### src/rtl/pipe_hazard_ctrl.sv
// Stall/flush sequencer for the 5-stage pipeline: post-reset hold, load-use stall, branch flush, dmem freeze with timeout.
// Optional perf counters (stall_cycles, flush_count) are built when HAZ_PERF_CNT_EN is defined.
module pipe_hazard_ctrl #(
    parameter int MAX_WAIT   = 15,
    parameter int WAIT_W     = 4,
    parameter int RESET_HOLD = 2,
    parameter int CNT_W      = 16
) (
    input  logic             clk,
    input  logic             rst_n,
    input  logic             mem_read_EX,
    input  logic [4:0]       reg_dst_EX,
    input  logic [4:0]       rs_ID,
    input  logic [4:0]       rt_ID,
    input  logic             branch_taken_ID,
    input  logic             dmem_req_MEM,
    input  logic             dmem_ready_MEM,
    output logic             pc_write,
    output logic             ifid_write,
    output logic             ifid_flush,
    output logic             idex_write,
    output logic             idex_bubble,
    output logic             exmem_write,
    output logic             memwb_bubble,
    output logic [1:0]       state,
    output logic             timeout_err
`ifdef HAZ_PERF_CNT_EN
    ,
    output logic [CNT_W-1:0] stall_cycles,
    output logic [CNT_W-1:0] flush_count
`endif
);

    // state | meaning
    // HOLD  | fixed post-reset interval, pipeline frozen with bubbles
    // RUN   | normal operation, hazards resolved combinationally
    // MWAIT | data memory outstanding, pipeline frozen until ready/timeout
    localparam logic [1:0] ST_HOLD  = 2'b00;
    localparam logic [1:0] ST_RUN   = 2'b01;
    localparam logic [1:0] ST_MWAIT = 2'b10;

    localparam int HOLD_W = (RESET_HOLD < 2) ? 1 : $clog2(RESET_HOLD);
    localparam logic [HOLD_W-1:0] HOLD_LAST = HOLD_W'(RESET_HOLD - 1);
    localparam logic [WAIT_W-1:0] WAIT_MAX  = WAIT_W'(MAX_WAIT);

    logic [1:0]        state_q, state_d;
    logic [HOLD_W-1:0] hold_cnt_q, hold_cnt_d;
    logic [WAIT_W-1:0] wait_cnt_q, wait_cnt_d;
    logic              timeout_err_q, timeout_err_d;

    logic lu;
    logic frz;
    logic in_pipe;

    assign lu = mem_read_EX && (reg_dst_EX != 5'd0) &&
                ((reg_dst_EX == rs_ID) || (reg_dst_EX == rt_ID));

    assign in_pipe = (state_q == ST_RUN) || (state_q == ST_MWAIT);

    assign frz = ((state_q == ST_RUN) && dmem_req_MEM && !dmem_ready_MEM) ||
                 ((state_q == ST_MWAIT) && !dmem_ready_MEM && (wait_cnt_q != WAIT_MAX));

    always_ff @(posedge clk or negedge rst_n) begin
        if (!rst_n) begin
            state_q       <= ST_HOLD;
            hold_cnt_q    <= '0;
            wait_cnt_q    <= '0;
            timeout_err_q <= 1'b0;
        end else begin
            state_q       <= state_d;
            hold_cnt_q    <= hold_cnt_d;
            wait_cnt_q    <= wait_cnt_d;
            timeout_err_q <= timeout_err_d;
        end
    end

    always_comb begin
        state_d       = state_q;
        hold_cnt_d    = hold_cnt_q;
        wait_cnt_d    = wait_cnt_q;
        timeout_err_d = timeout_err_q;
        case (state_q)
            ST_HOLD: begin
                if (hold_cnt_q == HOLD_LAST) begin
                    state_d    = ST_RUN;
                    hold_cnt_d = '0;
                end else begin
                    hold_cnt_d = hold_cnt_q + HOLD_W'(1);
                end
            end
            ST_RUN: begin
                if (dmem_req_MEM && !dmem_ready_MEM) begin
                    state_d    = ST_MWAIT;
                    wait_cnt_d = WAIT_W'(1);
                end
            end
            ST_MWAIT: begin
                if (dmem_ready_MEM) begin
                    state_d    = ST_RUN;
                    wait_cnt_d = '0;
                end else if (wait_cnt_q == WAIT_MAX) begin
                    // timeout: this cycle advances as though memory had answered
                    state_d       = ST_RUN;
                    wait_cnt_d    = '0;
                    timeout_err_d = 1'b1;
                end else begin
                    wait_cnt_d = wait_cnt_q + WAIT_W'(1);
                end
            end
            default: begin
                state_d    = ST_HOLD;
                hold_cnt_d = '0;
                wait_cnt_d = '0;
            end
        endcase
    end

    always_comb begin
        pc_write     = 1'b0;
        ifid_write   = 1'b0;
        ifid_flush   = 1'b0;
        idex_write   = 1'b0;
        idex_bubble  = 1'b1;
        exmem_write  = 1'b0;
        memwb_bubble = 1'b1;
        if (in_pipe) begin
            if (frz) begin
                idex_bubble  = 1'b0;
                memwb_bubble = 1'b1;
            end else if (lu) begin
                // load moves on to MEM while the dependent stays in ID
                idex_write   = 1'b1;
                idex_bubble  = 1'b1;
                exmem_write  = 1'b1;
                memwb_bubble = 1'b0;
            end else begin
                pc_write     = 1'b1;
                ifid_write   = 1'b1;
                idex_write   = 1'b1;
                idex_bubble  = 1'b0;
                exmem_write  = 1'b1;
                memwb_bubble = 1'b0;
                ifid_flush   = branch_taken_ID;
            end
        end
    end

    assign state       = state_q;
    assign timeout_err = timeout_err_q;

`ifdef HAZ_PERF_CNT_EN
    logic [CNT_W-1:0] stall_cycles_q, stall_cycles_d;
    logic [CNT_W-1:0] flush_count_q, flush_count_d;

    always_ff @(posedge clk or negedge rst_n) begin
        if (!rst_n) begin
            stall_cycles_q <= '0;
            flush_count_q  <= '0;
        end else begin
            stall_cycles_q <= stall_cycles_d;
            flush_count_q  <= flush_count_d;
        end
    end

    always_comb begin
        stall_cycles_d = stall_cycles_q;
        flush_count_d  = flush_count_q;
        if (in_pipe && (frz || lu) && !(&stall_cycles_q))
            stall_cycles_d = stall_cycles_q + CNT_W'(1);
        if (ifid_flush && !(&flush_count_q))
            flush_count_d = flush_count_q + CNT_W'(1);
    end

    assign stall_cycles = stall_cycles_q;
    assign flush_count  = flush_count_q;
`endif

endmodule

### config.mk
export PLATFORM = sky130hd
export DESIGN_NAME = pipe_hazard_ctrl
export DESIGN_NICKNAME = d
export VERILOG_FILES = /design/src/rtl/pipe_hazard_ctrl.sv
export SDC_FILE = /design/constraint.sdc
export NUM_CORES = 1
export LEC_CHECK = 0
export BUFFER_PORTS_ARGS = -buffer_cell sky130_fd_sc_hd__buf_2
export CAP_MARGIN = 20
export CORE_UTILIZATION = 47
export CTS_BUF_LIST = sky130_fd_sc_hd__clkbuf_8
export CTS_CLUSTER_DIAMETER = 200
export DETAILED_ROUTE_END_ITERATION = 6
export HOLD_SLACK_MARGIN = 0.03
export PLACE_DENSITY = 0.81
export REMOVE_ABC_BUFFERS = 1
export SLEW_MARGIN = 20
export SYNTH_ARGS = -nofsm -noshare
export SYNTH_HDL_FRONTEND = slang
export SYNTH_SLANG_ARGS = --single-unit
### constraint.sdc
create_clock -name clk -period 1.82 [get_ports clk]
set_input_delay 0.091 -clock clk [delete_from_list [all_inputs] [get_ports clk]]
set_output_delay 0.091 -clock clk [all_outputs]
set_load 0.005 [all_outputs]
## Yosys cells after proc, flatten, opt, wreduce, memory -nomap -nowiden

Cells that the tools add are included.
W data, S select, Z words.

| word-level totals | value |
|---|---|
| flip-flop bits (word level) | 8 |
| input bits | 21 |
| output and inout bits | 10 |
| word-level logic and storage cells | 58 |

| cells by class | value |
|---|---|
| add/subtract/negate cells | 2 |
| equal/unequal tests | 9 |
| multiplexer cells | 24 |
| bitwise logic cells | 2 |
| reduce and logical (&&, ||, !) cells | 17 |

Operators by type and width:

| cell | count |
|---|---|
| $mux W1 | 14 |
| $mux W4 | 3 |
| $pmux W4 S3 | 1 |
| $eq A5 B5 Y1 | 2 |
| $mux W2 | 4 |
| $logic_and A1 B1 Y1 | 7 |
| $pmux W2 S3 | 1 |
| $reduce_and A3 Y1 | 2 |
| $reduce_bool A5 Y1 | 1 |
| $add A4 B1 Y4 const B | 1 |
| $eq A4 B4 Y1 const B | 1 |
| $ne A4 B4 Y1 const B | 1 |
| $logic_or A1 B1 Y1 | 3 |
| $ne A3 B2 Y1 const B | 1 |
| $eq A2 B1 Y1 const B | 1 |
| $eq A2 B2 Y1 const B | 1 |
| $logic_not A2 Y1 | 1 |
| $ne A2 B1 Y1 const B | 1 |
| $ne A2 B2 Y1 const B | 1 |
| $not A1 Y1 | 2 |
| $pmux W1 S2 | 1 |
| $reduce_and A2 Y1 | 1 |
| $reduce_or A2 Y1 | 1 |
| $add A1 B1 Y1 const B | 1 |
| $logic_not A1 Y1 | 1 |

## Longest topological paths before layout

| depth | value |
|---|---|
| word-level depth | 6 |
| gate-level depth with buffers | 7 |
| gate-level depth less buffers | 6 |

## Least setup slack after synthesis

OpenSTA, ideal clock, no wires.

| path | value |
|---|---|
| path type | reg-to-output |
| start point | register state_q[0], in the netlist state[0] |
| end point | output pc_write |
| arrival time | 1.529 ns |
| required time | 1.729 ns |
| path slack | 0.200 ns |
| cell stages (with the launch flop) | 8 |
| buffers on the path | 1 |
| cell sequence | dfrtp_1 inv_1 ha_1 nor2b_1 a2bb2oi_1 nand2_1 a21oi_1 buf_4 |

| on the way | value |
|---|---|
| longest elaborated chain between the ends | 6 |
| elaborated cells on any way between the ends | 10 |
| classes of those cells | eq/ne: 2; mux: 2; reduce/logical: 6 |

Ends and longest elaborated chain:

| item | line | text |
|---|---|---|
| from (decl) | 46 | `logic [1:0] state_q, state_d;` |
| from (signal assigned) | 70 | `state_q <= state_d;` |
| $eq A2 B1 Y1 or $eq A2 B2 Y1 (tied branches) | 58, 60, 61 |  |
| $logic_and A1 B1 Y1 (on tied branches) (2 in a row) | 60, 61 |  |
| $logic_or A1 B1 Y1 | 60 | `assign frz = ((state_q == ST_RUN) && dmem_req_MEM && !dmem_ready_MEM) \|\|` |
| $mux W1 | - |  |
| $mux W1 (*) | - |  |
| to (decl) | 18 | `output logic pc_write,` |

Every way passes the cells marked *; elsewhere a longest branch is shown, timed or not.

## Worst setup path in the final report

| path | value |
|---|---|
| start point | register state_q[0], in the netlist state[0] |
| end point | output ifid_flush |

| on the way | value |
|---|---|
| longest elaborated chain between the ends | 6 |
| elaborated cells on any way between the ends | 10 |
| classes of those cells | eq/ne: 2; mux: 2; reduce/logical: 6 |

Ends and longest elaborated chain:

| item | line | text |
|---|---|---|
| $eq A2 B1 Y1 or $eq A2 B2 Y1 (tied branches) | 58, 60, 61 |  |
| $logic_and A1 B1 Y1 (on tied branches) (2 in a row) | 60, 61 |  |
| $logic_or A1 B1 Y1 | 60 |  |
| $mux W1 | 127 | `if (frz) begin` |
| $mux W1 (*) | 126 | `if (in_pipe) begin` |
| to (decl) | 20 | `output logic ifid_flush,` |

Marks and branches as above.

==> summary by stage <==
Global route
Entering global routing, the biggest net connects 9 pins. The residual overflow from global routing is 0. The first-pass GRT wire length is 2.33 mm. The number of global-route vias before repair came to 564. The number of antenna violations at the first check in global routing is 0. Global routing used 22.2% of the available tracks.

Timing
The count of final max-slew check failures is 0. The clock tree skew after final layout is 0.00180 ns. For the final routed database, the setup TNS stands at 0 ns.

The max-slew headroom at the worst pin is 68.9%. Setup repair after global routing left no endpoint under its margin. The setup slack of the critical path after layout is 0.117 ns. In the finished design, the share of the clock period the worst path needs comes to 93.6%. The shortest clock period the worst path allows after layout is 1.70 ns. The final hold violation count is 0. The maximum clock frequency is 587 MHz.

The final setup violation count is 0. At the pin with the least slew margin, the transition time is 0.467 ns.

Place
Routability-driven placement finished with a final weighted congestion of 0.793. During placement, the flow inserted port buffers numbering 30. The placed wire-length estimate after detailed placement is 1.12 mm. Before CTS, the worst setup slack after placement is 0.141 ns.

Final layout
The total of fill cells in the finished design is 110. The library cell used most frequently in the layout, excluding fill and tap cells, is sky130_fd_sc_hd__buf_2. In the final layout, the share of cells above drive strength 1 is 37.6%. Leaving out fill and tap cells, the most frequent cells in the layout are sky130_fd_sc_hd__buf_2 (30), sky130_fd_sc_hd__xnor2_1 (10), sky130_fd_sc_hd__inv_1 (7), sky130_fd_sc_hd__o21ai_0 (7), sky130_fd_sc_hd__dfrtp_1 (7). The multi-input combinational cells in the finished layout cover a total of 437 µm². The area overhead of the layout relative to synthesis is 34.7%. The sequential cells in the finished layout cover a total of 201 µm². The final antenna diode count is 0.

The final net count is 138.

Drt
Once detail routing completed, the nets flagged for antenna violations numbered 0. The detailed router finished its first iteration with 7 violations. In the final routed layout, each cell accounts on average for 12.2 µm. The routed via count is 670. The sum of routed wire length over all layers is 1.51 mm. The number of detailed-route iterations in the first pass is 4. In the routed layout, each cell is associated on average with a via count of 5.40. The number of remaining DRC errors is 0.

Hold path
The hold-critical path depth is 4. The start point of the worst min-delay path is dmem_ready_MEM. The worst-case hold path end point is wait_cnt_q[1]. The type of the most critical hold path is in -> reg.

Synth
In this run the cell area of the synthesized design comes to 659 µm². After synthesis, the netlist uses 25 different library cells. The synthesized instance count is 77. Sorting the synthesized cells by area gives the leading types as sky130_fd_sc_hd__dfrtp_1 (30%), sky130_fd_sc_hd__xnor2_1 (13%), sky130_fd_sc_hd__ha_1 (11%), sky130_fd_sc_hd__o21ai_0 (5.3%), sky130_fd_sc_hd__nand3_1 (4.6%). For this run, the number of Yosys warnings is 0.

The leading register cell type out of synthesis is sky130_fd_sc_hd__dfrtp_1. The synthesized design devotes to its leading area cell type 30.4% of total area. The fraction of registers with async set or reset after synthesis is 100%.

The sequential-to-total area share from yosys stat is 30.4%. The number of synthesized flops with an enable pin is 0. The largest area contributor in the netlist is sky130_fd_sc_hd__dfrtp_1.

The mean post-synth cell area is 8.56 µm². After synthesis the netlist holds a flip-flop and latch count of 8.

Floorplanning
The initialized floorplan defines 13 standard-cell rows. The standard cell core area is 1300 µm². The I/O pin total is 31.

The area enclosed by the die boundary is 1560 µm². The die is 39.5 µm tall. The initial core utilization is 50.7%. The die width is 39.5 µm.

Critical path
The setup slack of the most critical reg-to-reg path is 0.26 ns. The worst setup path is captured at an output port. The critical path in this run is classified as reg -> out. Measured in cells, the most critical reg-to-reg path has a length of 5. The kind of start point of the critical path is a register. The startpoint of the worst register-to-register path is state[0]. The capturing point of the worst reg2reg path is state[0].

The arrival time at the worst endpoint is 1.61 ns. The required time at the worst-slack endpoint is 1.73 ns. The largest fanout of any net on the critical path is 6.

Power and ir drop
The total design power is 0.00115 W. Dividing total power by cell area gives a power density of 1300 nW/µm². The worst-case IR drop observed on VDD is 0.00113 V.

The leakage power total is 0.448 nW.

Clock network
The total CTS buffers is 3. At the later pin of the worst-skew pair, clock insertion delay measures 0.23 ns. The root buffer cell chosen for the clock tree is sky130_fd_sc_hd__clkbuf_8.

The clock-pin slew reported for the worst setup and hold paths after clock tree synthesis is 0.04 ns. The clock net in this run drives a total of 8 sinks. TritonCTS built the clock tree. In this run the number of H-tree levels came out at 1. The maximum count of clock buffers along a single path is 2.

Status
The flow ran to the end, and the final reports show no timing, DRC or antenna violations.

Run
The tool flagged a number of max-cap violations equal to 0.
critical path: stages (launching register included):
cell                        delay [ns]
sky130_fd_sc_hd__dfrtp_2          0.40
sky130_fd_sc_hd__inv_2            0.05
sky130_fd_sc_hd__ha_1             0.22
sky130_fd_sc_hd__nor2b_4          0.16
sky130_fd_sc_hd__a2bb2oi_2        0.17
sky130_fd_sc_hd__nand2_2          0.11
sky130_fd_sc_hd__a211oi_2         0.14
sky130_fd_sc_hd__buf_2            0.14
report_power, final:
group	internal (W)	switching, W
clock	0.000143	0.0000695
combinational	0.000307	0.000375
sequential	0.000221	0.0000360
total	0.000671	0.000480
sequential cells by signal, indices dropped and copies added, names as in the netlist:
name         flops
hold_cnt_q       1
state            2
timeout_err      1
wait_cnt_q       4
timing repair:
item,CTS,global route
setup endpoints to repair,7,9
pin swaps,0,0
resized for setup,3,5
hold buffers,1,0
hold endpoints to repair,8,0
setup buffers,0,0
per-layer routing:
metal / routed length [µm] / track usage (%)
met2: 771 / 37.3
met5: 0 / 0
met1: 668 / 28.4
met3: 59 / 3.41
met4: 14 / 7.76
per-stage QoR:
stage                     cells  cell area (µm²)  hold WS, ns  util [%]
final                       124              888        0.225      68.3
after global routing        124              888        0.241      68.3
after CTS                   124              876        0.218      67.3
after detailed placement    120              813      -0.0575      62.5
after global placement      120              813      -0.0581      62.5
after floorplan              75              644       -0.205         -
cells by family (layout without fill, tap and decap cells):
kind of cell | Yosys count | after routing | synth area share [%]
AO/OA/AOI/OAI | 22 | 22 | 22.8
XOR/XNOR | 10 | 10 | 13.3
adder cells (fa/ha/maj) | 6 | 6 | 11.4
buffers and inverters | 10 | 42 | 6.83
flip-flops | 8 | 8 | 30.4
AND/OR/NAND/NOR | 21 | 21 | 15.4
cell type report:
| type | count | area share, % |
|---|---|---|
| Inverter | 8 | 3.38 |
| Timing Repair Buffer | 31 | 18.0 |
| Clock buffer | 3 | 4.65 |
| Sequential cell | 8 | 22.7 |
| Multi-Input combinational cell | 59 | 49.2 |
| Tap cell | 15 | 2.11 |
synth_stat cells, types with 2 or more instances:
| cell type | number |
|---|---|
| sky130_fd_sc_hd__xnor2_1 | 10 |
| sky130_fd_sc_hd__a21oi_1 | 3 |
| sky130_fd_sc_hd__nand2_1 | 7 |
| sky130_fd_sc_hd__inv_1 | 8 |
| sky130_fd_sc_hd__o21ai_0 | 7 |
| sky130_fd_sc_hd__o22ai_1 | 2 |
| sky130_fd_sc_hd__nand3_1 | 6 |
| sky130_fd_sc_hd__nor2_1 | 3 |
| sky130_fd_sc_hd__dfrtp_1 | 8 |
| sky130_fd_sc_hd__buf_4 | 2 |
| sky130_fd_sc_hd__ha_1 | 6 |
| sky130_fd_sc_hd__a21o_1 | 2 |
worst max path at each step:
| stage | from | end | slack (ns) | cells past startpoint |
|---|---|---|---|---|
| floorplan | state[0] | state[0] | 0.27 | 5 |
| finish | state[0] | ifid_flush | 0.12 | 7 |
| global placement | state[0] | state[0] | 0.20 | 5 |
| detailed placement | state[0] | state[1] | 0.14 | 5 |
| CTS | state[0] | pc_write | 0.01 | 7 |
| global route | state[0] | ifid_flush | 0.02 | 7 |
(Power assumes the default switching activity.)
